**src/rtl/mant_mul_pipe_if.sv**
```systemverilog
// Handshake and data bundle for mant_mul_pipe: operand/tag input channel and result channel.
// The master drives operands and out_ready; the slave (the multiplier) returns the result.
interface mant_mul_pipe_if #(
  parameter int unsigned WIDTH = 8,
  parameter int unsigned TAG_W = 4
);
  logic                 in_valid;
  logic                 in_ready;
  logic [WIDTH-1:0]     A_in;
  logic [WIDTH-1:0]     B_in;
  logic [TAG_W-1:0]     tag_in;
  logic                 out_valid;
  logic                 out_ready;
  logic [2*WIDTH-1:0]   P_out;
  logic                 norm_hi;
  logic                 zero;
  logic [TAG_W-1:0]     tag_out;
  logic                 busy;

  modport master (
    output in_valid, A_in, B_in, tag_in, out_ready,
    input  in_ready, out_valid, P_out, norm_hi, zero, tag_out, busy
  );

  modport slave (
    input  in_valid, A_in, B_in, tag_in, out_ready,
    output in_ready, out_valid, P_out, norm_hi, zero, tag_out, busy
  );
endinterface

```
**src/rtl/mant_mul_pipe.sv**
```systemverilog
// Fully pipelined unsigned mantissa multiplier, fixed latency of STAGES cycles, with a
// global-stall valid/ready handshake, sideband tag and normalisation/zero flags.
module mant_mul_pipe #(
  parameter int unsigned WIDTH  = 8,
  parameter int unsigned STAGES = 2,
  parameter int unsigned TAG_W  = 4
) (
  input  logic            clk,
  input  logic            RST,
  mant_mul_pipe_if.slave  bus
);
  localparam int unsigned PW  = 2 * WIDTH;
  localparam int unsigned LoW = WIDTH / 2;
  localparam int unsigned HiW = WIDTH - LoW;

  logic              adv;
  logic [STAGES-1:0] vld_q, vld_d;
  logic [TAG_W-1:0]  tag_q [STAGES];
  logic [PW-1:0]     prod_d;
  logic [PW-1:0]     p_q;
  logic              norm_q, zero_q;

  // Whole pipe advances together; bubbles are kept, never collapsed.
  assign adv          = !vld_q[STAGES-1] || bus.out_ready;
  assign bus.in_ready = adv && !RST;

  always_comb begin
    vld_d    = '0;
    vld_d[0] = bus.in_valid;
    for (int i = 1; i < STAGES; i++) begin
      vld_d[i] = vld_q[i-1];
    end
  end

  always_ff @(posedge clk) begin
    if (RST) begin
      vld_q <= '0;
      for (int i = 0; i < STAGES; i++) begin
        tag_q[i] <= '0;
      end
    end else if (adv) begin
      vld_q <= vld_d;
      if (vld_d[0]) tag_q[0] <= bus.tag_in;
      for (int i = 1; i < STAGES; i++) begin
        if (vld_d[i]) tag_q[i] <= tag_q[i-1];
      end
    end
  end

  // Output stage only loads real results so P_out/tag_out keep their last value in bubbles.
  always_ff @(posedge clk) begin
    if (RST) begin
      p_q    <= '0;
      norm_q <= 1'b0;
      zero_q <= 1'b0;
    end else if (adv && vld_d[STAGES-1]) begin
      p_q    <= prod_d;
      norm_q <= prod_d[PW-1];
      zero_q <= (prod_d == '0);
    end
  end

  if (STAGES == 1) begin : g_s1
    assign prod_d = {{WIDTH{1'b0}}, bus.A_in} * {{WIDTH{1'b0}}, bus.B_in};
  end else begin : g_ops
    logic [WIDTH-1:0] a_q, b_q;

    always_ff @(posedge clk) begin
      if (adv && vld_d[0]) begin
        a_q <= bus.A_in;
        b_q <= bus.B_in;
      end
    end

    if (STAGES == 2) begin : g_s2
      assign prod_d = {{WIDTH{1'b0}}, a_q} * {{WIDTH{1'b0}}, b_q};
    end else begin : g_split
      // Multiplier split into low/high halves of B; index j holds pipeline stage j+1.
      logic [WIDTH+LoW-1:0] lo_q [STAGES-2];
      logic [WIDTH+HiW-1:0] hi_q [STAGES-2];

      always_ff @(posedge clk) begin
        if (adv) begin
          if (vld_d[1]) begin
            lo_q[0] <= {{LoW{1'b0}}, a_q} * {{WIDTH{1'b0}}, b_q[LoW-1:0]};
            hi_q[0] <= {{HiW{1'b0}}, a_q} * {{WIDTH{1'b0}}, b_q[WIDTH-1:LoW]};
          end
          for (int j = 1; j < STAGES - 2; j++) begin
            if (vld_d[j+1]) begin
              lo_q[j] <= lo_q[j-1];
              hi_q[j] <= hi_q[j-1];
            end
          end
        end
      end

      assign prod_d = {{HiW{1'b0}}, lo_q[STAGES-3]} + ({{LoW{1'b0}}, hi_q[STAGES-3]} << LoW);
    end
  end

  assign bus.out_valid = vld_q[STAGES-1];
  assign bus.P_out     = p_q;
  assign bus.norm_hi   = norm_q;
  assign bus.zero      = zero_q;
  assign bus.tag_out   = tag_q[STAGES-1];
  assign bus.busy      = |vld_q;

endmodule

```
**src/flat_wrapper.sv**
```systemverilog
// flat-port wrapper written by rule: the top's interface ports become plain ports
module mant_mul_pipe_flat 
#(
  parameter int unsigned WIDTH  = 8,
  parameter int unsigned STAGES = 2,
  parameter int unsigned TAG_W  = 4
)
  (clk, RST, bus_in_valid, bus_A_in, bus_B_in, bus_tag_in, bus_out_ready, bus_in_ready, bus_out_valid, bus_P_out, bus_norm_hi, bus_zero, bus_tag_out, bus_busy);
  mant_mul_pipe_if #(.WIDTH(WIDTH), .TAG_W(TAG_W)) bus_i ();
  input  logic clk;
  input  logic RST;
  input wire logic [$bits(bus_i.in_valid)-1:0] bus_in_valid;
  input wire logic [$bits(bus_i.A_in)-1:0] bus_A_in;
  input wire logic [$bits(bus_i.B_in)-1:0] bus_B_in;
  input wire logic [$bits(bus_i.tag_in)-1:0] bus_tag_in;
  input wire logic [$bits(bus_i.out_ready)-1:0] bus_out_ready;
  output wire logic [$bits(bus_i.in_ready)-1:0] bus_in_ready;
  output wire logic [$bits(bus_i.out_valid)-1:0] bus_out_valid;
  output wire logic [$bits(bus_i.P_out)-1:0] bus_P_out;
  output wire logic [$bits(bus_i.norm_hi)-1:0] bus_norm_hi;
  output wire logic [$bits(bus_i.zero)-1:0] bus_zero;
  output wire logic [$bits(bus_i.tag_out)-1:0] bus_tag_out;
  output wire logic [$bits(bus_i.busy)-1:0] bus_busy;
  assign bus_i.in_valid = bus_in_valid;
  assign bus_i.A_in = bus_A_in;
  assign bus_i.B_in = bus_B_in;
  assign bus_i.tag_in = bus_tag_in;
  assign bus_i.out_ready = bus_out_ready;
  assign bus_in_ready = bus_i.in_ready;
  assign bus_out_valid = bus_i.out_valid;
  assign bus_P_out = bus_i.P_out;
  assign bus_norm_hi = bus_i.norm_hi;
  assign bus_zero = bus_i.zero;
  assign bus_tag_out = bus_i.tag_out;
  assign bus_busy = bus_i.busy;
  mant_mul_pipe #(.WIDTH(WIDTH), .STAGES(STAGES), .TAG_W(TAG_W)) u_core (.clk(clk), .RST(RST), .bus(bus_i));
endmodule
```
**config.mk**
```make
export PLATFORM = sky130hd
export DESIGN_NAME = mant_mul_pipe_flat
export DESIGN_NICKNAME = d
export VERILOG_FILES = /design/src/rtl/mant_mul_pipe_if.sv /design/src/rtl/mant_mul_pipe.sv /design/src/flat_wrapper.sv
export SDC_FILE = /design/constraint.sdc
export NUM_CORES = 1
export LEC_CHECK = 0
export ABC_AREA = 1
export CAP_MARGIN = 20
export CELL_PAD_IN_SITES_DETAIL_PLACEMENT = 0
export CELL_PAD_IN_SITES_GLOBAL_PLACEMENT = 1
export CORE_MARGIN = 4
export CORE_UTILIZATION = 28
export CTS_CLUSTER_DIAMETER = 50
export DETAILED_ROUTE_END_ITERATION = 8
export GPL_TIMING_DRIVEN = 0
export PLACE_DENSITY = 0.65
export SYNTH_ARGS = -nofsm -noshare
export SYNTH_HDL_FRONTEND = slang
export SYNTH_SLANG_ARGS = --single-unit
```
**constraint.sdc**
```tcl
create_clock -name clk -period 5 [get_ports clk]
set_input_delay 1 -clock clk [delete_from_list [all_inputs] [get_ports clk]]
set_output_delay 1 -clock clk [all_outputs]
set_load 0.01 [all_outputs]
```
# Yosys cells after proc, flatten, opt, wreduce, memory -nomap -nowiden
# Memories as Yosys holds them, arrays and structs flattened.
# Cells that the tools add are included.
# totals
mem_bits_rw	8
inputBits	24
register_bits	36
output_inout_bits	25
word_cells	30
n_memories	1
# memory_table
memory	depth	word_bits	rd	rd_clocked_by_memory_dff	wr	line_no	text
u_core.tag_q	2	4	2	0	2	mant_mul_pipe.sv:18	logic [TAG_W-1:0] tag_q [STAGES];
# op_classes
n_mux	12
bitwise	2
mul	1
reduce_logical	8
# ops
op	n
16-bit logical NOT	1
8-bit by 8-bit multiplier with 16-bit output	1
1-bit two-way mux	10
4-bit two-way mux	2
1-bit logical AND	3
1-bit logical NOT	2
1-bit bitwise OR	2
2-bit OR reduction	1
1-bit logical OR	1

# Depth between registers and ports, before layout
# depth
word_depth	6
mapped_depth	24
mapped_depth_nobuf	23

# Worst setup path after synthesis
# OpenSTA, ideal clock, no wires.
# synth_timing
path_type	flip-flop to flip-flop
start	reg u_core.g_ops.a_q[0]
end	reg u_core.p_q[12] (netlist: u_core.bus.P_out[12])
synth_period_minus_slack_ns	3.968
slack_ns	1.032
stages_incl_launch_ff	20
required_time_ns	4.883
arrival_time_ns	3.852
setup_time_ns	0.117
n_path_buf	1
cell_sequence	edfxtp_1 -> clkbuf_1 -> nand2_1 -> fa_1 -> fa_1 -> inv_1 -> fa_1 -> inv_1 -> fa_1 -> inv_1 -> ha_1 -> nand2_1 -> nand2_1 -> inv_1 -> nand2_1 -> nand2_1 -> nand3_1 -> nand2_1 -> nand2_1 -> a22o_1
# synth_between
elab_chain_len	1
# synth_lines
element	line_no	text
from (decl)	mant_mul_pipe.sv:66	logic [WIDTH-1:0] a_q, b_q;
from (signal assigned)	mant_mul_pipe.sv:70	a_q <= bus.A_in;
8-bit by 8-bit multiplier with 16-bit output	mant_mul_pipe.sv:76	assign prod_d = {{WIDTH{1'b0}}, a_q} * {{WIDTH{1'b0}}, b_q};
to (signal assigned)	mant_mul_pipe.sv:57	p_q <= prod_d;
to (decl)	mant_mul_pipe.sv:20	logic [PW-1:0] p_q;
# Every way passes these cells.
# A chain may end at the register's enable or synchronous reset.

# Worst setup path after layout
# layout_timing
start	reg u_core.g_ops.a_q[0]
end	reg u_core.zero_q (netlist: u_core.bus.zero)
# layout_between
elab_chain_len	2
# layout_lines
element	line_no	text
8-bit by 8-bit multiplier with 16-bit output	mant_mul_pipe.sv:76	
16-bit logical NOT	mant_mul_pipe.sv:59	zero_q <= (prod_d == '0);
to (signal assigned)	mant_mul_pipe.sv:59	
to (decl)	mant_mul_pipe.sv:21	logic norm_q, zero_q;
# Every way passes these cells.

==> results summary <==
The flow ran to the end, and the final reports show no timing, DRC or antenna violations. The routed length per instance came out at 11.2 µm. The largest net degree at the start of global routing is 18.

The number of nets at the end of the flow came out at 676. The path class of the tightest hold or removal check is reg -> reg. For the worst-skew pair, the clock arrives at the later sink with an insertion delay of 290 ps. The total via count after detailed routing is 3,160. The worst setup skew after layout is 6.87 ps. The global-route usage over all layers is 11.7%. The number of inserted diodes is 0. The routed design has 8530 µm of wire. By startpoint and endpoint, the worst setup path is classified as reg -> reg. The hold buffer count at cts came out at 0. The cell sitting at the root of the clock tree is a sky130_fd_sc_hd__clkbuf_16. The number of pins with negative max-slew slack in the final report is 0. The most frequent cell on the critical path is sky130_fd_sc_hd__nand2_1. The register bit total from synthesis came out at 43. The slowest stage of the critical path belongs to the cell sky130_fd_sc_hd__fa_1. The layout cell share with drive strength beyond 1 came out at 4.48%. Dividing total power by cell area gives a power density of 374 nW/µm². The switching power is 806 µW.

Once routing completed, OpenROAD measured the worst setup slack at 586 ps. The first TritonRoute pass finished after 4 iterations. The finished cells cover 4830 µm². The final-report setup violation count is 0. Sorting the synthesized cells by area gives the leading types as sky130_fd_sc_hd__fa_1, sky130_fd_sc_hd__edfxtp_1, sky130_fd_sc_hd__nand2_1. In this run, flip-flops and latches consume 23.9% of the power. The final critical path takes up 88.3% of the cycle.

The final number of hold-violating endpoints is 0. The fraction of registers with async set/reset is 0%. The synthesized net count is 621. In this run, the clock network consumes 18.3% of the power. The internal power of the cells totals 1.00 mW. The total core area came out at 13,900 µm². sky130_fd_sc_hd__nand2_1 is the most common cell in the netlist. The number of buffers created by CTS came out at 5. Once the clock tree was built, the setup fixing pass inserted 0 buffers. The switching part of the total is 44.6%. After the first detailed-routing iteration, the DRC count stood at 118.

The sequential share of the synthesized area came out at 27.6%. The worst reg2reg path startpoint is u_core.g_ops.a_q[0]. The number of fill cells in the layout came out at 1,507. The data arrival at the endpoint of the critical path came out at 4650 ps.

The maximum resistive drop on vdd came out at 138 µV. The top achievable clock speed is 227 MHz. For this run, global-route usage on met2 was measured as 20.4%. For this configuration, the core starts out at a cell density of 28.7%. The synthesized cell area is 3980 µm².

The area of combinational cells with multiple inputs came out at 2210 µm². The total of warnings raised by yosys came out at 0. The worst endpoint required time came out at 5230 ps. The signal on the critical path passes through clkbuf_1 -> nand2_1 -> fa_1 -> fa_1 -> inv_1 -> fa_1 -> inv_1 -> fa_1 -> inv_1 -> ha_1 -> nand2_1 -> nor2_2 -> nand3_2 -> nand2_1 -> nand2_1 -> nand2_1 -> nand3_1 -> nor2_1 -> nand3_1 -> nand2_1.

The sum of negative setup slack is 0 ps. The number of standard-cell rows in the floorplan came out at 43. Max-cap violations in this run came to 0. The DRC violation count after routing came out at 0. The critical path's largest stage delay came out at 540 ps. The count of buffers from port buffering came out at 48. The number of cells on the worst reg-to-reg path is 20. The met3 track utilization from global routing came out at 2.59%. The worst hold margin is 462 ps. Setup repair after global routing left no endpoint under its margin. The flip-flop cell with the highest count after synthesis is sky130_fd_sc_hd__edfxtp_1. Measured against its own limit, the worst slew margin works out to 51.4%. Synthesis produced 525 cells. The number of nets with antenna violations after routing is 0. After detailed placement, the total cell area comes to 4690 µm².

The average vias per placed instance came out at 4.15. The estimated wirelength of the detail-placed design is 7050 µm. The width of the chip is 127 µm. The worst path in the final design needs a cycle of 4410 ps, including I/O delays and setup. The die boundary height is 127 µm.

The clock transition at the registers of the reported paths is 60 ps. In this run, distinct cell masters in the synthesized netlist total 25. Summed over its instances, the top area cell type makes up 18.1% of the synthesized netlist area.

The count of instances resized after the clock tree is built is 0. The origin of the worst min-delay path is u_core.bus.P_out[4]. Compared with the post-synthesis result, the final layout area differs by 21.3%. The worst hold path passes through 2 cells.

After synthesis, the mean cell area works out to 7.59 µm². The footprint of the flip-flops and latches came out at 1100 µm². The largest buffer count on any clock path is 2.

The global-route wire length before repair came out at 15,300 µm. The total overflow reported by the global router is 0. At the pin with the least slew margin, the transition time is 728 ps.

The number of enable flip-flop cells after synthesis is 24. The pre-CTS setup slack came out at 552 ps. In this run the number of H-tree levels came out at 2. The cell accounting for the most synthesized area is sky130_fd_sc_hd__fa_1.

TritonCTS built the clock tree. The initial antenna violation count is 0. The last weighted congestion value of the routability-driven placer came out at 0.780. The share of the core filled with cells is 34.8%.

In this run the worst setup path begins at u_core.g_ops.a_q[0]. met2 is the most crowded layer. The largest driver fanout on the critical path is 8.

The number of global-route vias before repair is 3,297. The combinational share of power is 57.8%. The worst setup path is launched from a flop. The number of sinks handled by clock tree synthesis is 43. During I/O placement, the number of pins put on the boundary was 49. The die covers 16,200 µm². The static leakage is 2.71 nW. STA classifies the critical path endpoint as a flop. The global routing met1 resource utilization came out at 14.6%. Sorting the synthesized cells by how often they occur yields sky130_fd_sc_hd__nand2_1, sky130_fd_sc_hd__inv_1, sky130_fd_sc_hd__fa_1, sky130_fd_sc_hd__ha_1, sky130_fd_sc_hd__edfxtp_1.
==> power groups by stage <==
stage               Clock (mW)  Combinational, mW  Sequential, mW
finish                   0.330               1.04           0.433
global route             0.360               1.25           0.437
CTS                      0.349               1.08           0.434
detailed placement           0               1.06           0.441
global placement             0               1.07           0.440
floorplan                    0              0.767           0.449
==> critical path, delay by kind of cell (launching register included) <==
| family | cells | cell delay (ps) |
|---|---|---|
| adder cells (fa/ha/maj) | 5 | 2500 |
| AND/OR/NAND/NOR | 11 | 1050 |
| buffers and inverters | 4 | 490 |
| flip-flops | 1 | 320 |
==> layout make-up <==
cell class,instances,share of cell area [%]
Inverter,149,11.6
Tap cell,180,4.66
Buffer,23,2.23
Timing Repair Buffer,48,9.95
Clock buffer,6,2.67
Sequential cell,43,22.8
Clock inverter,2,0.259
Multi-Input combinational cell,310,45.9
==> registers in the layout, summed over array words and instances, names as in the netlist <==
register,cells
u_core.bus.zero,1
u_core.g_ops.a_q,8
u_core.bus.P_out,16
u_core.vld_q,2
u_core.g_ops.b_q,8
u_core.tag_q,8
==> through the flow <==
stage          cells  power (mW)
2_1_floorplan    525        1.22
3_3_place_gp     753        1.51
3_5_place_dp     753        1.51
4_1_cts          761        1.86
5_1_grt          761        2.04
6_report         761        1.81
==> per-layer routing <==
metal  vias to the layer above  routed length (µm)
li1                       1646                   -
met1                      1465                3950
met2                        41                4130
met3                         8                 332
met4                         0                 119
met5                         -                   0
==> logic make-up (layout without fill, tap and decap cells) <==
kind of cell,count (synthesis),in the layout,share of synthesized area [%]
buf+inv,172,228,16.7
simple gates,212,212,22.1
compound gates,24,24,3.68
xor+xnor,2,2,0.440
fa+ha+maj,72,72,29.4
flops,43,43,27.6
==> worst paths after layout <==
kind                              end  slack, ps
setup / recovery      u_core.bus.zero        590
hold / removal    u_core.bus.P_out[4]        460
setup reg to reg      u_core.bus.zero        590
hold reg to reg   u_core.bus.P_out[4]        460
==> layout by cell type, fill, tap and decap left out, types with 17 or more instances in the layout <==
cell | synthesis | routed
sky130_fd_sc_hd__edfxtp_1 | 24 | 24
sky130_fd_sc_hd__fa_1 | 36 | 36
sky130_fd_sc_hd__nand2_1 | 154 | 154
sky130_fd_sc_hd__dfxtp_1 | 19 | 19
sky130_fd_sc_hd__nand3_1 | 21 | 21
sky130_fd_sc_hd__ha_1 | 36 | 36
sky130_fd_sc_hd__inv_1 | 147 | 147
sky130_fd_sc_hd__clkdlybuf4s50_1 | 0 | 48
sky130_fd_sc_hd__nor2_1 | 22 | 22
sky130_fd_sc_hd__clkbuf_1 | 16 | 17
(Power assumes the default switching activity.)
==> RTL edit 1: new RTL, same settings <==
`WIDTH` is set to 8 in 3 places; all go to 10.
--- a/src/rtl/mant_mul_pipe_if.sv
+++ b/src/rtl/mant_mul_pipe_if.sv
@@ -1,7 +1,7 @@
 // Handshake and data bundle for mant_mul_pipe: operand/tag input channel and result channel.
 // The master drives operands and out_ready; the slave (the multiplier) returns the result.
 interface mant_mul_pipe_if #(
-  parameter int unsigned WIDTH = 8,
+  parameter int unsigned WIDTH = 10,
   parameter int unsigned TAG_W = 4
 );
   logic                 in_valid;
--- a/src/rtl/mant_mul_pipe.sv
+++ b/src/rtl/mant_mul_pipe.sv
@@ -1,7 +1,7 @@
 // Fully pipelined unsigned mantissa multiplier, fixed latency of STAGES cycles, with a
 // global-stall valid/ready handshake, sideband tag and normalisation/zero flags.
 module mant_mul_pipe #(
-  parameter int unsigned WIDTH  = 8,
+  parameter int unsigned WIDTH  = 10,
   parameter int unsigned STAGES = 2,
   parameter int unsigned TAG_W  = 4
 ) (
--- a/src/flat_wrapper.sv
+++ b/src/flat_wrapper.sv
@@ -1,7 +1,7 @@
 // flat-port wrapper written by rule: the top's interface ports become plain ports
 module mant_mul_pipe_flat 
 #(
-  parameter int unsigned WIDTH  = 8,
+  parameter int unsigned WIDTH  = 10,
   parameter int unsigned STAGES = 2,
   parameter int unsigned TAG_W  = 4
 )
Ports: changed (resized bus_A_in, bus_B_in and bus_P_out); port bits go from 49 to 57. No check against the original RTL was run, so the function may have changed too.
==> RTL edit 1 against the original RTL <==
- clock power is 10% higher
- cell area up 43%
- combinational power rose to 2.5 times the old value
- synthesized cell count grew 41%
- count of clock-buffer cells in the layout decreased by 1
- die area is 38% higher
- synthesized area up 40%
- largest cell class unchanged
- final cell count is 43% higher
- sequential cell count grew 8
- setup slack worse by 0.30 ns
- total power grew 94%
- routed wire length increased by 60%
==> RTL edit 1: results <==
run_status:
  status: "finished clean"
placed_design:
  dp_hpwl_um: 10700
  gp_congestion: 0.782
  numPortBuffers: 56
  placed_cell_area_um2: 6480
worst_setup_path:
  r2r_setup_slack_ns: 0.28
  rr_worst_depth: 21
  critPathLaunch: "u_core.g_ops.a_q[1]$_DFFE_PP_"
routing:
  wl_met3_um: 641
  route.met2.wl_um: 5910
  first_pass_iters: 4
  wirelength_met1_um: 6930
  drt-initial-drc-count: 149
  vias: 4494
logic_synthesis:
  synth_nets: 887
  synth_compound_area_share_pct: 3.31
  synthTopCellsByCount: "nand2_1, inv_1, fa_1, ha_1"
  synth_fa_ha_area_share_pct: 34.5
  synth_edf_count: 28
  seq_area_frac_synth_pct: 23.3
  netlist_top_cells_area: "fa_1, nand2_1, edfxtp_1"
  synthXorXnorAreaFrac_pct: 0.784
finish:
  fillers: 2136
  largest_register_ffs: 20
  drive_gt1_share_pct: 10.2
  fin_nets: 966
power:
  p_leak_nw: 3.89
  ir_drop_v: 0.000253
  p_sw_share_pct: 51.2
global_route:
  grt_pass1_vias: 4704
  grt_max_degree: 21
  grt_pass1_wl_um: 23200
  grt_use_met2_pct: 20.7
  use_met1_pct: 18.8
timing:
  worstMarginPinSlew_ns: 0.898
  skew_ns: 0.0139
clocking:
  clk_latency_ns: 0.31
  path_clk_slew_ns: 0.08
[RTL edit 1: cell types whose count changed after synthesis, moves of 4 or more]
| cell | unedited run | this run |
|---|---|---|
| inv_1 | 147 | 200 |
| clkbuf_1 | 16 | 21 |
| edfxtp_1 | 24 | 28 |
| fa_1 | 36 | 62 |
| nor2_1 | 22 | 28 |
| a21oi_1 | 6 | 11 |
| dfxtp_1 | 19 | 23 |
| nand2_1 | 154 | 235 |
| ha_1 | 36 | 55 |
[RTL edit 1: repair_timing]
item                                    in CTS  in global routing
gates resized for setup                      0                 30
pin swaps                                    0                  7
setup buffers                               22                 13
hold buffers                                 0                  0
endpoints found under the hold margin        0                  0
endpoints found under the setup margin      12                  9
[RTL edit 1: stage by stage]
| step | cells | hold WS [ns] | util [%] | worst slack (ns) |
|---|---|---|---|---|
| after detailed placement | 1063 | 0.441 | 33.2 | -0.334 |
| after floorplan | 742 | 0.451 | - | 0.369 |
| after CTS | 1075 | 0.463 | 34.4 | 0.0182 |
| after global placement | 1063 | 0.447 | 33.2 | -0.321 |
| after global routing | 1087 | 0.488 | 35.5 | -0.0182 |
| final | 1087 | 0.456 | 35.5 | 0.284 |
[RTL edit 1: worst min path at each step]
| stage | from | endpoint | slack (ns) | cells after the start |
|---|---|---|---|---|
| 4_1_cts | u_core.bus.zero$_SDFFE_PP0P_ | u_core.bus.zero$_SDFFE_PP0P_ | 0.46 | 2 |
| 2_1_floorplan | u_core.vld_q[0]$_SDFFE_PP0N_ | u_core.vld_q[0]$_SDFFE_PP0N_ | 0.45 | 2 |
| 5_1_grt | u_core.bus.zero$_SDFFE_PP0P_ | u_core.bus.zero$_SDFFE_PP0P_ | 0.49 | 2 |
| 3_3_place_gp | u_core.bus.P_out[18]$_SDFFE_PP0P_ | u_core.bus.P_out[18]$_SDFFE_PP0P_ | 0.45 | 2 |
| 6_report | u_core.bus.zero$_SDFFE_PP0P_ | u_core.bus.zero$_SDFFE_PP0P_ | 0.46 | 2 |
| 3_5_place_dp | u_core.bus.zero$_SDFFE_PP0P_ | u_core.bus.zero$_SDFFE_PP0P_ | 0.44 | 2 |
[RTL edit 1: layout make-up]
cell class	instances	share of cell area (%)
Buffer	10	0.903
Clock buffer	5	1.81
Tap cell	265	4.79
Timing Repair Buffer	91	11.9
Inverter	200	10.8
Sequential cell	51	18.8
Clock inverter	3	0.325
Multi-Input combinational cell	462	50.6
[RTL edit 1: power by group through the flow]
| stage | Combinational (mW) | Clock [mW] | Sequential, mW |
|---|---|---|---|
| floorplan | 1.68 | 0 | 0.555 |
| global placement | 2.37 | 0 | 0.540 |
| detailed placement | 2.37 | 0 | 0.537 |
| CTS | 2.38 | 0.386 | 0.548 |
| global route | 3.05 | 0.398 | 0.553 |
| finish | 2.61 | 0.364 | 0.544 |
==> RTL edit 2: new RTL, same settings <==
Without the edit above. Reset style: asynchronous (`RST`), changed in 2 clocked blocks.
--- a/src/rtl/mant_mul_pipe.sv
+++ b/src/rtl/mant_mul_pipe.sv
@@ -32,7 +32,7 @@
     end
   end
 
-  always_ff @(posedge clk) begin
+  always_ff @(posedge clk or posedge RST) begin
     if (RST) begin
       vld_q <= '0;
       for (int i = 0; i < STAGES; i++) begin
@@ -48,7 +48,7 @@
   end
 
   // Output stage only loads real results so P_out/tag_out keep their last value in bubbles.
-  always_ff @(posedge clk) begin
+  always_ff @(posedge clk or posedge RST) begin
     if (RST) begin
       p_q    <= '0;
       norm_q <= 1'b0;
Behaviour: not the same (Yosys sat finds a counterexample within 4 cycles, from zero or initial values and one cycle with RST high; the reset may be asserted at any time).
==> RTL edit 2 against the original RTL <==
- total power rose by 23%
- core utilization rose by 0.55 points
- setup slack got worse by 0.074 ns
- routed wire length rose by 7.3%
- sequential cell count did not move
- largest cell class unchanged
- cell area rose by 2.4%
- synthesized area rose by 1.4%
- sequential share of layout area rose by 0.59 points
- highest routed layer unchanged
- largest power group unchanged
==> RTL edit 2: results <==
run_status:
  status: "finished clean"
global_route:
  use_met3_pct: 3.29
  grt_pass1_wl_um: 16200
  grt_max_degree: 28
  grt_usage_pct: 12.1
  grt_use_met2_pct: 18.6
  grt_pass1_vias: 3451
  use_met1_pct: 16.9
worst_setup_path:
  cp_slowest_stage_delay_ns: 0.56
  timing.rr.start: "u_core.g_ops.a_q[1]$_DFFE_PP_"
  worstSetupEndpoint: "u_core.bus.zero$_DFFE_PP0P_"
  r2r_setup_slack_ns: 0.51
logic_synthesis:
  seq_area_frac_synth_pct: 28.6
  synthTopCellsByCount: "nand2_1, inv_1, fa_1, ha_1, dfrtp_1"
  synth_nets: 628
  synth_compound_area_share_pct: 3.38
  synth_edf_count: 16
  ys.flop_type: "dfrtp_1"
power:
  ir_drop_v: 0.000217
  pg_clk_mw: 0.390
  pwr-share-comb_pct: 60.1
  p_sw_mw: 0.985
finish:
  drive_gt1_share_pct: 4.92
  fin_nets: 684
  largest_register_ffs: 15
timing:
  skew_ns: 0.00581
  hold_ws_ns: 0.484
  fin_crit_sh_pct: 89.8
routing:
  wirelength_met1_um: 4730
  wl_met3_um: 456
  wl_per_cell_um: 11.9
  via_per_inst: 4.21
  route.met2.wl_um: 3850
placed_design:
  post-place-ws_ns: 0.500
  gp_congestion: 0.785
  placedCellCount: 760
  dp_hpwl_um: 7220
min_path:
  hold_end: "u_core.bus.P_out[1]$_DFFE_PP0P_"
## RTL edit 2: cells by family (layout without fill, tap and decap cells)
| kind of cell | after synthesis | count (layout) |
|---|---|---|
| fa+ha+maj | 72 | 72 |
| flops | 43 | 43 |
| buf+inv | 169 | 226 |
| simple gates | 219 | 219 |
| xor+xnor | 3 | 3 |
| compound gates | 26 | 26 |
## RTL edit 2: final cells by class
| class | instances | area, um^2 | area share, % |
|---|---|---|---|
| Timing Repair Buffer | 49 | 508 | 10.3 |
| Inverter | 143 | 537 | 10.9 |
| Sequential cell | 43 | 1160 | 23.4 |
| Tap cell | 180 | 225 | 4.56 |
| Clock inverter | 1 | 8.76 | 0.177 |
| Multi-Input combinational cell | 320 | 2220 | 44.9 |
| Clock buffer | 7 | 164 | 3.32 |
| Buffer | 26 | 124 | 2.51 |
## RTL edit 2: tightest hold or removal path, stage by stage, from the launching register on
cell     delay, ns
dfrtp_1       0.35
nand2_1       0.06
nand2_1       0.05
